$ cat src/rtl/sr_latch_driver.sv
// Command stage for a gated NAND SR latch: synchronizes and debounces
// set/clear requests, then sequences clean s/r levels around an en pulse.
module sr_latch_driver #(
    parameter int DEBOUNCE  = 4,
    parameter int EN_CYCLES = 2
) (
    input  logic clk,
    input  logic rst,
    input  logic set_req,
    input  logic clr_req,
    output logic s,
    output logic r,
    output logic en,
    output logic busy,
    output logic done,
    output logic q_exp
);

    localparam int CW = $clog2(DEBOUNCE + 1);
    localparam int PW = $clog2(EN_CYCLES + 1);

    typedef enum logic [2:0] {
        IDLE,
        SETUP,
        PULSE,
        HOLD,
        RELEASE
    } state_t;

    // Bit 0 carries the set line, bit 1 the clear line.
    logic [1:0]    raw;
    logic [1:0]    sync1;
    logic [1:0]    sync2;
    logic [1:0]    lvl;
    logic [1:0]    lvl_d;
    logic [CW-1:0] cnt [2];
    logic [1:0]    evt;

    assign raw = {clr_req, set_req};
    assign evt = lvl & ~lvl_d;

    always_ff @(posedge clk) begin
        if (rst) begin
            sync1 <= '0;
            sync2 <= '0;
            lvl   <= '0;
            lvl_d <= '0;
            for (int i = 0; i < 2; i++) begin
                cnt[i] <= '0;
            end
        end else begin
            sync1 <= raw;
            sync2 <= sync1;
            lvl_d <= lvl;
            for (int i = 0; i < 2; i++) begin
                if (sync2[i] == lvl[i]) begin
                    cnt[i] <= '0;
                end else if (cnt[i] == CW'(DEBOUNCE - 1)) begin
                    lvl[i] <= sync2[i];
                    cnt[i] <= '0;
                end else begin
                    cnt[i] <= cnt[i] + CW'(1);
                end
            end
        end
    end

    state_t        state;
    state_t        state_next;
    logic          pend_vld;
    logic          pend_clr;
    logic          cmd_clr;
    logic          take;
    logic          kind_next;
    logic [PW-1:0] pcnt;

    assign take      = (state == IDLE) && pend_vld;
    assign kind_next = take ? pend_clr : cmd_clr;

    // A fresh event wins over consumption so it is not lost.
    always_ff @(posedge clk) begin
        if (rst) begin
            pend_vld <= 1'b0;
            pend_clr <= 1'b0;
            cmd_clr  <= 1'b0;
        end else begin
            if (evt != 2'b00) begin
                pend_vld <= 1'b1;
                pend_clr <= evt[1];
            end else if (take) begin
                pend_vld <= 1'b0;
            end
            if (take) begin
                cmd_clr <= pend_clr;
            end
        end
    end

    always_ff @(posedge clk) begin
        if (rst) begin
            state <= IDLE;
            pcnt  <= '0;
        end else begin
            state <= state_next;
            if (state == PULSE) begin
                pcnt <= pcnt + PW'(1);
            end else begin
                pcnt <= '0;
            end
        end
    end

    always_comb begin
        state_next = state;
        unique case (state)
            IDLE:    if (pend_vld) state_next = SETUP;
            SETUP:   state_next = PULSE;
            PULSE:   if (pcnt == PW'(EN_CYCLES - 1)) state_next = HOLD;
            HOLD:    state_next = RELEASE;
            RELEASE: state_next = IDLE;
            default: state_next = IDLE;
        endcase
    end

    logic s_n;
    logic r_n;
    logic en_n;
    logic busy_n;
    logic done_n;
    logic q_n;

    // Outputs are decoded from the next state so every port is a flop.
    always_comb begin
        s_n    = 1'b1;
        r_n    = 1'b1;
        en_n   = 1'b0;
        busy_n = 1'b0;
        done_n = 1'b0;
        q_n    = q_exp;
        unique case (state_next)
            SETUP, PULSE, HOLD: begin
                s_n    = kind_next;
                r_n    = ~kind_next;
                en_n   = (state_next == PULSE);
                busy_n = 1'b1;
            end
            RELEASE: begin
                busy_n = 1'b1;
                done_n = 1'b1;
                q_n    = ~kind_next;
            end
            default: ;
        endcase
    end

    always_ff @(posedge clk) begin
        if (rst) begin
            s     <= 1'b1;
            r     <= 1'b1;
            en    <= 1'b0;
            busy  <= 1'b0;
            done  <= 1'b0;
            q_exp <= 1'b0;
        end else begin
            s     <= s_n;
            r     <= r_n;
            en    <= en_n;
            busy  <= busy_n;
            done  <= done_n;
            q_exp <= q_n;
        end
    end

endmodule

$ cat config.mk
export PLATFORM = sky130hd
export DESIGN_NAME = sr_latch_driver
export DESIGN_NICKNAME = d
export VERILOG_FILES = /design/src/rtl/sr_latch_driver.sv
export SDC_FILE = /design/constraint.sdc
export NUM_CORES = 1
export LEC_CHECK = 0
export BUFFER_PORTS_ARGS = -buffer_cell sky130_fd_sc_hd__buf_4
export CORE_UTILIZATION = 53
export CTS_BUF_LIST = sky130_fd_sc_hd__clkbuf_4 sky130_fd_sc_hd__clkbuf_8
export CTS_CLUSTER_DIAMETER = 120
export CTS_CLUSTER_SIZE = 14
export DETAILED_ROUTE_END_ITERATION = 8
export PLACE_DENSITY = 0.73
export SETUP_SLACK_MARGIN = 0.02
export SYNTH_ARGS = -nofsm -noshare
export SYNTH_HDL_FRONTEND = slang
export SYNTH_SLANG_ARGS = --single-unit
export TNS_END_PERCENT = 30
$ cat constraint.sdc
create_clock -name clk -period 3.5 [get_ports clk]
set_input_delay 0.35 -clock clk [delete_from_list [all_inputs] [get_ports clk]]
set_output_delay 0.35 -clock clk [all_outputs]
set_load 0.02 [all_outputs]
==> metrics.md <==
| Metric | Value |
|---|---|
| Setup TNS | `0 ns` |
| Hold buffers post-CTS | `0` |
| Leak Pwr | `0.464 nW` |
| RR Startpoint | `cnt[0][0]` |
| Num ports | `10` |
| First-pass GRT wire length | `2130 µm` |
| Synth Area in Compound Gates | `0.0410` |
| Final-layout fill cell count | `144` |
| Post-synthesis simple-gate area fraction | `0.194` |
| Port Buffers | `9` |
| Post-synthesis adder-cell area fraction | `0.0621` |
| Power Dens Cells | `439 nW/µm²` |
| Routed len/inst | `9.69 µm` |
| ANT nets after route | `0` |
| Nets@finish | `116` |
| 1st-iter DRT viols | `4` |
| Largest family of logic cells by synthesized area | `simple AND/OR/NAND/NOR gates` |
| Ant diodes | `0` |
| Seq/Total Area, Yosys | `0.616` |
| Clk root buf | `clkbuf_4` |
| Number of global-route vias before repair | `505` |
| Final std cells w/o fill | `131` |
| Initial Util | `0.577` |
| Clock latency on the worst-skew pair | `0.31 ns` |
| Post-Syn Area | `1010 µm²` |
| Final WL | `1270 µm` |
| Total CTS buffers | `3` |
| Cell Rows | `15` |
| Layout cell share with drive strength beyond 1 | `0.132` |
| Library cells used by synthesis | `24` |
| Register bit total from synthesis | `28` |
| DP HPWL | `929 µm` |
| Worst Reg2Reg Path Length in Cells | `4` |
| Die ar. | `2080 µm²` |
| Worst clock skew | `0.00146 ns` |
| Syn Area/Cell | `11.2 µm²` |
| Final worst-path cycle share | `0.430` |
| Initial antenna violation count | `0` |
| Longest Clk Path Bufs | `2` |
| Kind of start point of the critical path | `flop` |
| Finished Cell Area | `1150 µm²` |
| Mux contribution to synthesized area | `0.0398` |
| H-tree depth | `1` |
| Mapped Cells | `90` |
| Setup crit end kind | `flop` |
| CTS resizes | `0` |
| WP data required | `3.69 ns` |
| Yosys warnings | `0` |
| GRT Util Overall | `0.145` |
| Vias/cell | `4.57` |
| Hold depth | `2` |
| Post-route minimum period | `1.51 ns` |
| R2R Setup Slk | `1.99 ns` |
| DR vias | `599` |
| Pins Over Slew Limit | `0` |
| Die height | `45.6 µm` |
| Grt total ovfl | `0` |
| Synth area leader | `dfxtp_1` |
| Top cells by area, synth | `dfxtp_1 (44%), edfxtp_1 (18%), ha_1 (6.2%)` |
| Crit path max fanout | `3` |
| # setup viols final | `0` |
| Post-route DRC | `0` |
| Final Power | `0.506 mW` |
| Pre-antenna DRT Iters | `4` |
| Postcts setup bufs | `0` |
| Hold Crit Start | `clr_req` |
| Post-synth top area share | `0.437` |
| TritonCTS clock tree | `done` |
| Post-Synth XOR/XNOR Area | `0.0174` |
| Post-DP Area | `1120 µm²` |
| CP Data Arrival Time | `1.69 ns` |
| Die Wd | `45.6 µm` |
| Largest net degree at the start of global routing | `16` |
| RD Place Congestion | `0.749` |
| CTS Sinks | `28` |
| Worst R2R End | `cnt[0][0]` |
| Setup CP Type | `reg -> reg` |
| Outcome | `completed` |
| Achievable Freq | `664 MHz` |
| Clk pin slew, worst setup/hold paths | `0.13 ns` |
| Placed Cells | `127` |
| Area growth syn-to-layout | `14.5%` |
| Worst Hold End | `sync1[1]` |
| Hold Path Class | `in -> reg` |
| Peak supply drop | `417 µV` |
| Unrepaired setup endpoints after global routing | `false` |
| Core area | `1750 µm²` |
| Max Cap Viol | `0` |
| Final hold viol count | `0` |
state kept, by name, summed over array words and instances (netlist names), 2 cells and up:
signal	flops
pcnt	2
lvl	2
sync1	2
cnt	6
state	3
sync2	2
lvl_d	2
synth_stat cells:
cell type / n
o31ai_1: 1
edfxtp_1: 6
mux2i_1: 4
a21oi_1: 3
nor2b_1: 6
nand2b_1: 3
clkbuf_1: 2
nor3_1: 4
dfxtp_1: 22
nand3_1: 1
xnor2_1: 2
o21ai_0: 1
inv_1: 5
nor2_1: 13
or2b_1: 1
conb_1: 1
o21a_1: 1
or3_1: 3
or4b_1: 1
nor4b_2: 1
or2_1: 1
ha_1: 5
nand2_1: 2
a31oi_1: 1
where the power goes:
group          switching, mW  internal [mW]  leakage (nW)
clock                 0.0864         0.0636        0.0210
combinational        0.00957        0.00808         0.203
sequential           0.00264          0.336         0.240
per-stage QoR:
stage	hold WS [ns]	setup slack (ns)	utilization
2_1_floorplan	0.408	2.11	-
3_3_place_gp	0.418	2.01	0.640
3_5_place_dp	0.429	1.98	0.640
4_1_cts	0.232	1.98	0.661
5_1_grt	0.221	1.90	0.661
6_report	0.245	1.99	0.661
cells in the final DEF, fill, tap and decap left out, types with 4 or more instances in the layout:
| master | instances |
|---|---|
| edfxtp_1 | 6 |
| dfxtp_1 | 22 |
| nor3_1 | 4 |
| nor2b_1 | 6 |
| buf_4 | 9 |
| nor2_1 | 13 |
| mux2i_1 | 4 |
| ha_1 | 5 |
| inv_1 | 5 |
| conb_1 | 6 |
critical path, stage by stage (launching register included):
cell and delay [ns]:
edfxtp_1 0.42, ha_1 0.21, ha_1 0.23, or3_1 0.42, nor2_1 0.10
cell type report:
type | instances | area (µm²) | share of cell area
tap | 25 | 31.3 | 0.0271
inverter | 5 | 18.8 | 0.0163
timing repair buffer | 9 | 67.6 | 0.0586
multi-input combinational | 60 | 379 | 0.329
clock buffer | 4 | 36.3 | 0.0315
sequential | 28 | 621 | 0.538
kinds of logic (layout without fill, tap and decap cells):
group	Yosys count	count (layout)
simple gates	36	36
fa+ha+maj	5	5
flops	28	28
other cells	1	6
compound gates	7	7
mux	4	4
xor+xnor	2	2
buf+inv	7	18
layer usage:
layer,vias to the layer above,track usage,part of all wire
li1,325,-,-
met1,263,0.208,0.54
met2,7,0.203,0.42
met3,4,0.0357,0.027
met4,0,0.0727,0.017
met5,-,0,0
how the worst max path moves through the flow:
stage                          from   endpoint  slack [ns]  depth (start not counted)
after global routing      cnt[1][0]  cnt[1][2]        1.90                          4
after detailed placement        rst          r        1.98                          3
after global placement          rst          r        2.01                          3
final                     cnt[0][0]  cnt[0][0]        1.99                          4
after CTS                 cnt[0][0]  cnt[0][0]        1.98                          4
after floorplan           cnt[0][0]  cnt[0][0]        2.11                          4
Power figures use the tool's default switching activity.
